**config.mk**
```make
export PLATFORM = sky130hd
export DESIGN_NAME = keypad_scanner
export DESIGN_NICKNAME = d
export VERILOG_FILES = /design/src/rtl/keypad_scanner.sv
export SDC_FILE = /design/constraint.sdc
export NUM_CORES = 1
export LEC_CHECK = 0
export BUFFER_PORTS_ARGS = -buffer_cell sky130_fd_sc_hd__buf_2
export CAP_MARGIN = 20
export CORE_UTILIZATION = 28
export DETAILED_ROUTE_END_ITERATION = 10
export GPL_ROUTABILITY_DRIVEN = 0
export PLACE_DENSITY = 0.45
export SLEW_MARGIN = 20
export SYNTH_ARGS = -nofsm -noshare
export SYNTH_HDL_FRONTEND = slang
export SYNTH_SLANG_ARGS = --single-unit
```
**constraint.sdc**
```tcl
create_clock -name clk -period 9.7 [get_ports clk]
set_input_delay 0.485 -clock clk [delete_from_list [all_inputs] [get_ports clk]]
set_output_delay 0.485 -clock clk [all_outputs]
set_load 0.005 [all_outputs]
```
**src/rtl/keypad_scanner.sv**
```systemverilog
// 4x4 active-low matrix keypad scanner: drives one column at a time, synchronises and
// debounces the row returns, and commits single key presses as hex codes with press/release events.
module keypad_scanner #(
    parameter int unsigned SETTLE_CYCLES  = 50_000,
    parameter int unsigned DEBOUNCE_SCANS = 4
) (
    input  logic       clk,
    input  logic       rst,
    input  logic [3:0] row_in,
    output logic [3:0] col_out,
    output logic [3:0] key_code,
    output logic       key_valid,
    output logic       key_release,
    output logic       key_held,
    output logic       multi_key
);

    localparam int unsigned SW = $clog2(SETTLE_CYCLES);
    localparam int unsigned DW = $clog2(DEBOUNCE_SCANS + 1);
    localparam logic [SW-1:0] SETTLE_LAST = SW'(SETTLE_CYCLES - 1);
    localparam logic [DW-1:0] STABLE_MAX  = DW'(DEBOUNCE_SCANS);

    typedef enum logic {StDrive, StEval} state_t;
    typedef enum logic [1:0] {ResNone, ResSingle, ResMulti} res_t;

    state_t          state_q, state_d;
    logic [1:0]      col_q, col_d;
    logic [SW-1:0]   settle_q, settle_d;
    logic [3:0][3:0] scan_q, scan_d;  // [column][row], 1 = pressed
    res_t            prev_res_q, prev_res_d;
    logic [3:0]      prev_code_q, prev_code_d;
    logic [DW-1:0]   stable_q, stable_d;
    logic [3:0]      code_q, code_d;
    logic            held_q, held_d;
    logic            multi_q, multi_d;
    logic            valid_q, valid_d;
    logic            release_q, release_d;
    logic [3:0]      row_meta_q, row_sync_q;

    res_t            res_class;
    logic [3:0]      res_code;
    logic [4:0]      n_keys;
    logic            res_same;
    logic            commit;

    function automatic logic [3:0] key_lut(input logic [1:0] r, input logic [1:0] c);
        logic [3:0] code;
        unique case ({r, c})
            4'h0: code = 4'h1;  4'h1: code = 4'h2;  4'h2: code = 4'h3;  4'h3: code = 4'hA;
            4'h4: code = 4'h4;  4'h5: code = 4'h5;  4'h6: code = 4'h6;  4'h7: code = 4'hB;
            4'h8: code = 4'h7;  4'h9: code = 4'h8;  4'hA: code = 4'h9;  4'hB: code = 4'hC;
            4'hC: code = 4'h0;  4'hD: code = 4'hF;  4'hE: code = 4'hE;  default: code = 4'hD;
        endcase
        return code;
    endfunction

    always_ff @(posedge clk) begin
        if (rst) begin
            row_meta_q <= 4'b1111;
            row_sync_q <= 4'b1111;
        end else begin
            row_meta_q <= row_in;
            row_sync_q <= row_meta_q;
        end
    end

    // Classify the completed scan map; code is forced to 0 unless exactly one key is down.
    always_comb begin
        n_keys   = '0;
        res_code = '0;
        for (int c = 0; c < 4; c++) begin
            for (int r = 0; r < 4; r++) begin
                if (scan_q[c][r]) begin
                    n_keys   = n_keys + 5'd1;
                    res_code = key_lut(2'(r), 2'(c));
                end
            end
        end
        if (n_keys == 5'd0) begin
            res_class = ResNone;
        end else if (n_keys == 5'd1) begin
            res_class = ResSingle;
        end else begin
            res_class = ResMulti;
        end
        if (res_class != ResSingle) res_code = '0;
        res_same = (res_class == prev_res_q) && (res_code == prev_code_q);
    end

    always_comb begin
        state_d     = state_q;
        col_d       = col_q;
        settle_d    = settle_q;
        scan_d      = scan_q;
        prev_res_d  = prev_res_q;
        prev_code_d = prev_code_q;
        stable_d    = stable_q;
        code_d      = code_q;
        held_d      = held_q;
        multi_d     = multi_q;
        valid_d     = 1'b0;
        release_d   = 1'b0;
        commit      = 1'b0;

        unique case (state_q)
            StDrive: begin
                if (settle_q == SETTLE_LAST) begin
                    settle_d       = '0;
                    scan_d[col_q]  = ~row_sync_q;
                    if (col_q == 2'd3) begin
                        state_d = StEval;
                    end else begin
                        col_d = col_q + 2'd1;
                    end
                end else begin
                    settle_d = settle_q + 1'b1;
                end
            end
            StEval: begin
                state_d     = StDrive;
                col_d       = 2'd0;
                prev_res_d  = res_class;
                prev_code_d = res_code;
                if (res_same) begin
                    stable_d = (stable_q == STABLE_MAX) ? stable_q : stable_q + 1'b1;
                end else begin
                    stable_d = DW'(1);
                end
                // Commit only on the scan where the count first reaches the threshold.
                commit = (stable_d == STABLE_MAX) && !(res_same && stable_q == STABLE_MAX);
                if (commit) begin
                    unique case (res_class)
                        ResSingle: begin
                            multi_d = 1'b0;
                            if (res_code != code_q || !held_q) begin
                                code_d  = res_code;
                                held_d  = 1'b1;
                                valid_d = 1'b1;
                            end
                        end
                        ResNone: begin
                            multi_d = 1'b0;
                            if (held_q) begin
                                held_d    = 1'b0;
                                release_d = 1'b1;
                            end
                        end
                        default: multi_d = 1'b1;
                    endcase
                end
            end
            default: state_d = StDrive;
        endcase
    end

    always_ff @(posedge clk) begin
        if (rst) begin
            state_q     <= StDrive;
            col_q       <= 2'd0;
            settle_q    <= '0;
            scan_q      <= '0;
            prev_res_q  <= ResNone;
            prev_code_q <= '0;
            stable_q    <= '0;
            code_q      <= '0;
            held_q      <= 1'b0;
            multi_q     <= 1'b0;
            valid_q     <= 1'b0;
            release_q   <= 1'b0;
        end else begin
            state_q     <= state_d;
            col_q       <= col_d;
            settle_q    <= settle_d;
            scan_q      <= scan_d;
            prev_res_q  <= prev_res_d;
            prev_code_q <= prev_code_d;
            stable_q    <= stable_d;
            code_q      <= code_d;
            held_q      <= held_d;
            multi_q     <= multi_d;
            valid_q     <= valid_d;
            release_q   <= release_d;
        end
    end

    // Column index stays at 3 through EVAL, so exactly one column is always low.
    assign col_out     = ~(4'b0001 << col_q);
    assign key_code    = code_q;
    assign key_valid   = valid_q;
    assign key_release = release_q;
    assign key_held    = held_q;
    assign multi_key   = multi_q;

endmodule
```
==> run metrics <==
I/O pins=18; Hold-fix buffers, CTS=0; Avg Synthesized Cell Area=8.333 sq um; CP arrival=9730 ps; Wirelength per Cell=13.30 microns; fmax=105.1 MHz; worst min path class=in2reg; via/cell ratio=4.720; Worst IR Drop VDD=0.1052 mV; CP top delay family=adder cells; setup violators final=0; Max Cap Violations=0; Max-slew headroom=37.19%; most frequent CP cell=ha_4; post-synthesis cell count=570; first-pass GRT wire length=18.73 mm; Cell variety after synth=76; initial antenna violation count=0; Synth-to-Final Area Change=28.29%; first-pass iteration count of the detailed router=4; number of flops mapped to enable cells by yosys=0; # nets final=650; CORE AREA=16580 sq um; adder-cell area share of the yosys netlist=6.059%; CTS sink cnt=60; YS warnings=0; CP Max Fanout=4; cell depth of the worst setup path=49; syn nets=599; simple-gate share of the synthesized area=25.18%; flops & latches, synth=60; largest net degree at the start of global routing=51; multiplexer area fraction after synthesis=4.399%; Slew @ Worst Pin=935.4 ps; CP startpoint kind=flop; slowest CP cell=a2111oi_4; Tcrit/Tclk final=98.14%; critical path type=reg2reg; n_diodes=0; CP Buf/Inv Count=4; IO Port Bufs=17; Fin. Hold Viols=0; die extent in x=132.2 microns; TritonCTS clock tree=built; Top FF cell, synth=dfxtp_1; power per cell area=104.0 nW/um^2; clock slew at reported path FFs=50 ps; fin. max-slew vios=0; Clock Latency Late Sink=320 ps; vias in the first global route=3832; worst hold path depth=2; Core Rows=47; DP Cell Count=806; deepest clock path buffer count=2; Initial Util=28.64%; Final Util=36.74%; root buf cell=clkbuf_16; RSZ-0062 raised after global routing=yes; DRT Wirelength=11.25 mm; status=finished clean; dpl hpwl=8.135 mm; die area=17490 sq um; Final min period=9519 ps; global route total overflow=0; DRT iter0 DRCs=258; largest family of logic cells by synthesized area=simple AND/OR/NAND/NOR gates; H-tree lvl count=3; leakage power=2.417 nW; Mapped Area=4750 sq um; Finished Layout Cells=846; Critical Path End Type=flop; CP required=9910 ps; Post-DRT Antenna Nets=0; TritonCTS Buffers=9; die height=132.2 microns; Async S/R FF share, synth=0%; share of layout cells above drive strength 1=29.23%; Worst R2R Path Depth=49; post-synthesis compound-gate area fraction=14.86%; CP max stage delay=440 ps; routed vias=3993; sequential area share after synthesis=25.29%; GRT Util Overall=12.93%; drt drc=0; Fin Clk Skew=6.424 ps; filler cell count=1706; Synth Area in XOR/XNOR=19.36%
## cells by family (layout without fill, tap and decap cells)
kind of cell / Yosys count / in the layout
DFF: 60 / 60
adders and majority gates: 23 / 23
AOI/OAI and AO/OA: 103 / 103
buffers and inverters: 55 / 111
and+or+nand+nor: 237 / 237
muxes: 19 / 19
xor gates and xnor gates: 73 / 73
## power breakdown
part	internal (W)	switching [W]	total [W]	leakage (nW)
Sequential	0.000249	0.00000219	0.000252	0.487
Clock	0.000264	0.000108	0.000373	0.173
Combinational	0.00000362	0.00000573	0.00000935	1.76
## per-layer routing
| layer | share of wire, % | track usage [%] |
|---|---|---|
| met5 | 0 | 0 |
| met2 | 48 | 21.87 |
| met1 | 50 | 17.26 |
| met3 | 1.2 | 1.423 |
| met4 | 0.96 | 3.895 |
## through the flow
step	TNS [ps]	hold slack, ps	area (sq um)	setup slack (ps)	total power, W
2_1_floorplan	0	389.5	4771	8.427	0.0002631
3_3_place_gp	-630.5	395.0	5201	-124.9	0.0002660
3_5_place_dp	-2056	394.4	5201	-292.0	0.0002662
4_1_cts	0	335.0	5662	3.884	0.0006418
5_1_grt	-1011	345.9	6093	-251.1	0.0006537
6_report	0	344.7	6093	180.7	0.0006335
## synth_stat cells (all sizes together), types with 5 or more instances
cell / number / area (sq um)
nor2: 84 / 317.8
dfxtp: 60 / 1201
nand2: 44 / 170.2
xnor2: 43 / 459.2
a21oi: 41 / 205.2
inv: 27 / 101.4
ha: 23 / 287.8
nand3: 22 / 127.6
xor2: 19 / 207.7
clkbuf: 16 / 60.06
o21ai: 14 / 70.07
mux2i: 13 / 130.1
nor3: 12 / 65.06
or2: 12 / 75.07
buf: 11 / 65.05
xnor3: 11 / 252.7
and3: 9 / 56.30
nor2b: 8 / 52.55
a211oi: 6 / 45.04
mux2: 6 / 78.82
nand2b: 6 / 37.54
nand4: 6 / 37.54
nor4: 6 / 37.54
or3: 6 / 37.54
nand3b: 5 / 37.54
o31a: 5 / 43.79
o31ai: 5 / 37.54
## worst register-to-register path, delay by kind of cell, from the launching register on
kind | cells | cell delay (ps)
XOR/XNOR | 4 | 660
multiplexers | 4 | 1060
AO/OA/AOI/OAI | 14 | 2280
flip-flops | 1 | 330
adder cells (fa/ha/maj) | 13 | 3510
buffers and inverters | 4 | 250
AND/OR/NAND/NOR | 10 | 1310
## final timing paths
kind	startpoint	endpoint	slack [ps]
hold / removal	row_in[0]	row_meta_q[0]	340
hold reg to reg	row_meta_q[2]	row_sync_q[2]	410
setup reg to reg	scan_q[1]	key_code[1]	180
setup / recovery	scan_q[1]	key_code[1]	180
## placed cells by master, fill, tap and decap left out, types with 9 or more instances in the layout
master and instances:
nand3_1 20, nor3_1 10, clkbuf_16 9, xnor2_1 32, and3_1 9, xor2_1 14, a21oi_1 37, mux2i_1 12
nor2_1 80, ha_1 14, inv_1 22, nand2_1 37, xnor3_1 9, o21ai_0 11, buf_2 17, buf_4 49
dfxtp_1 58, or2_2 11
## flip-flops by register name, indices dropped and copies added, names as in the netlist
name	count
scan_q	16
settle_q	16
key_code	4
prev_code_q	4
row_meta_q	4
row_sync_q	4
stable_q	3
col_q	2
prev_res_q	2
key_held	1
key_release	1
key_valid	1
multi_key	1
state_q	1
## final cells by class
cell class	count	area [sq um]	area share (%)
clock buffer	12	256.5	4.209
clock inverter	4	95.09	1.561
inverter	28	105.1	1.725
multi-input combinational	455	3694	60.62
sequential	60	1204	19.75
tap	220	275.3	4.517
timing repair buffer	67	464.2	7.618
## what timing repair did
item                                    4_1_cts  5_1_grt
pin swaps                                     9       34
endpoints found under the setup margin       12       17
resized for setup                            12       56
setup buffers                                 5       19
Power figures use the tool's default switching activity.
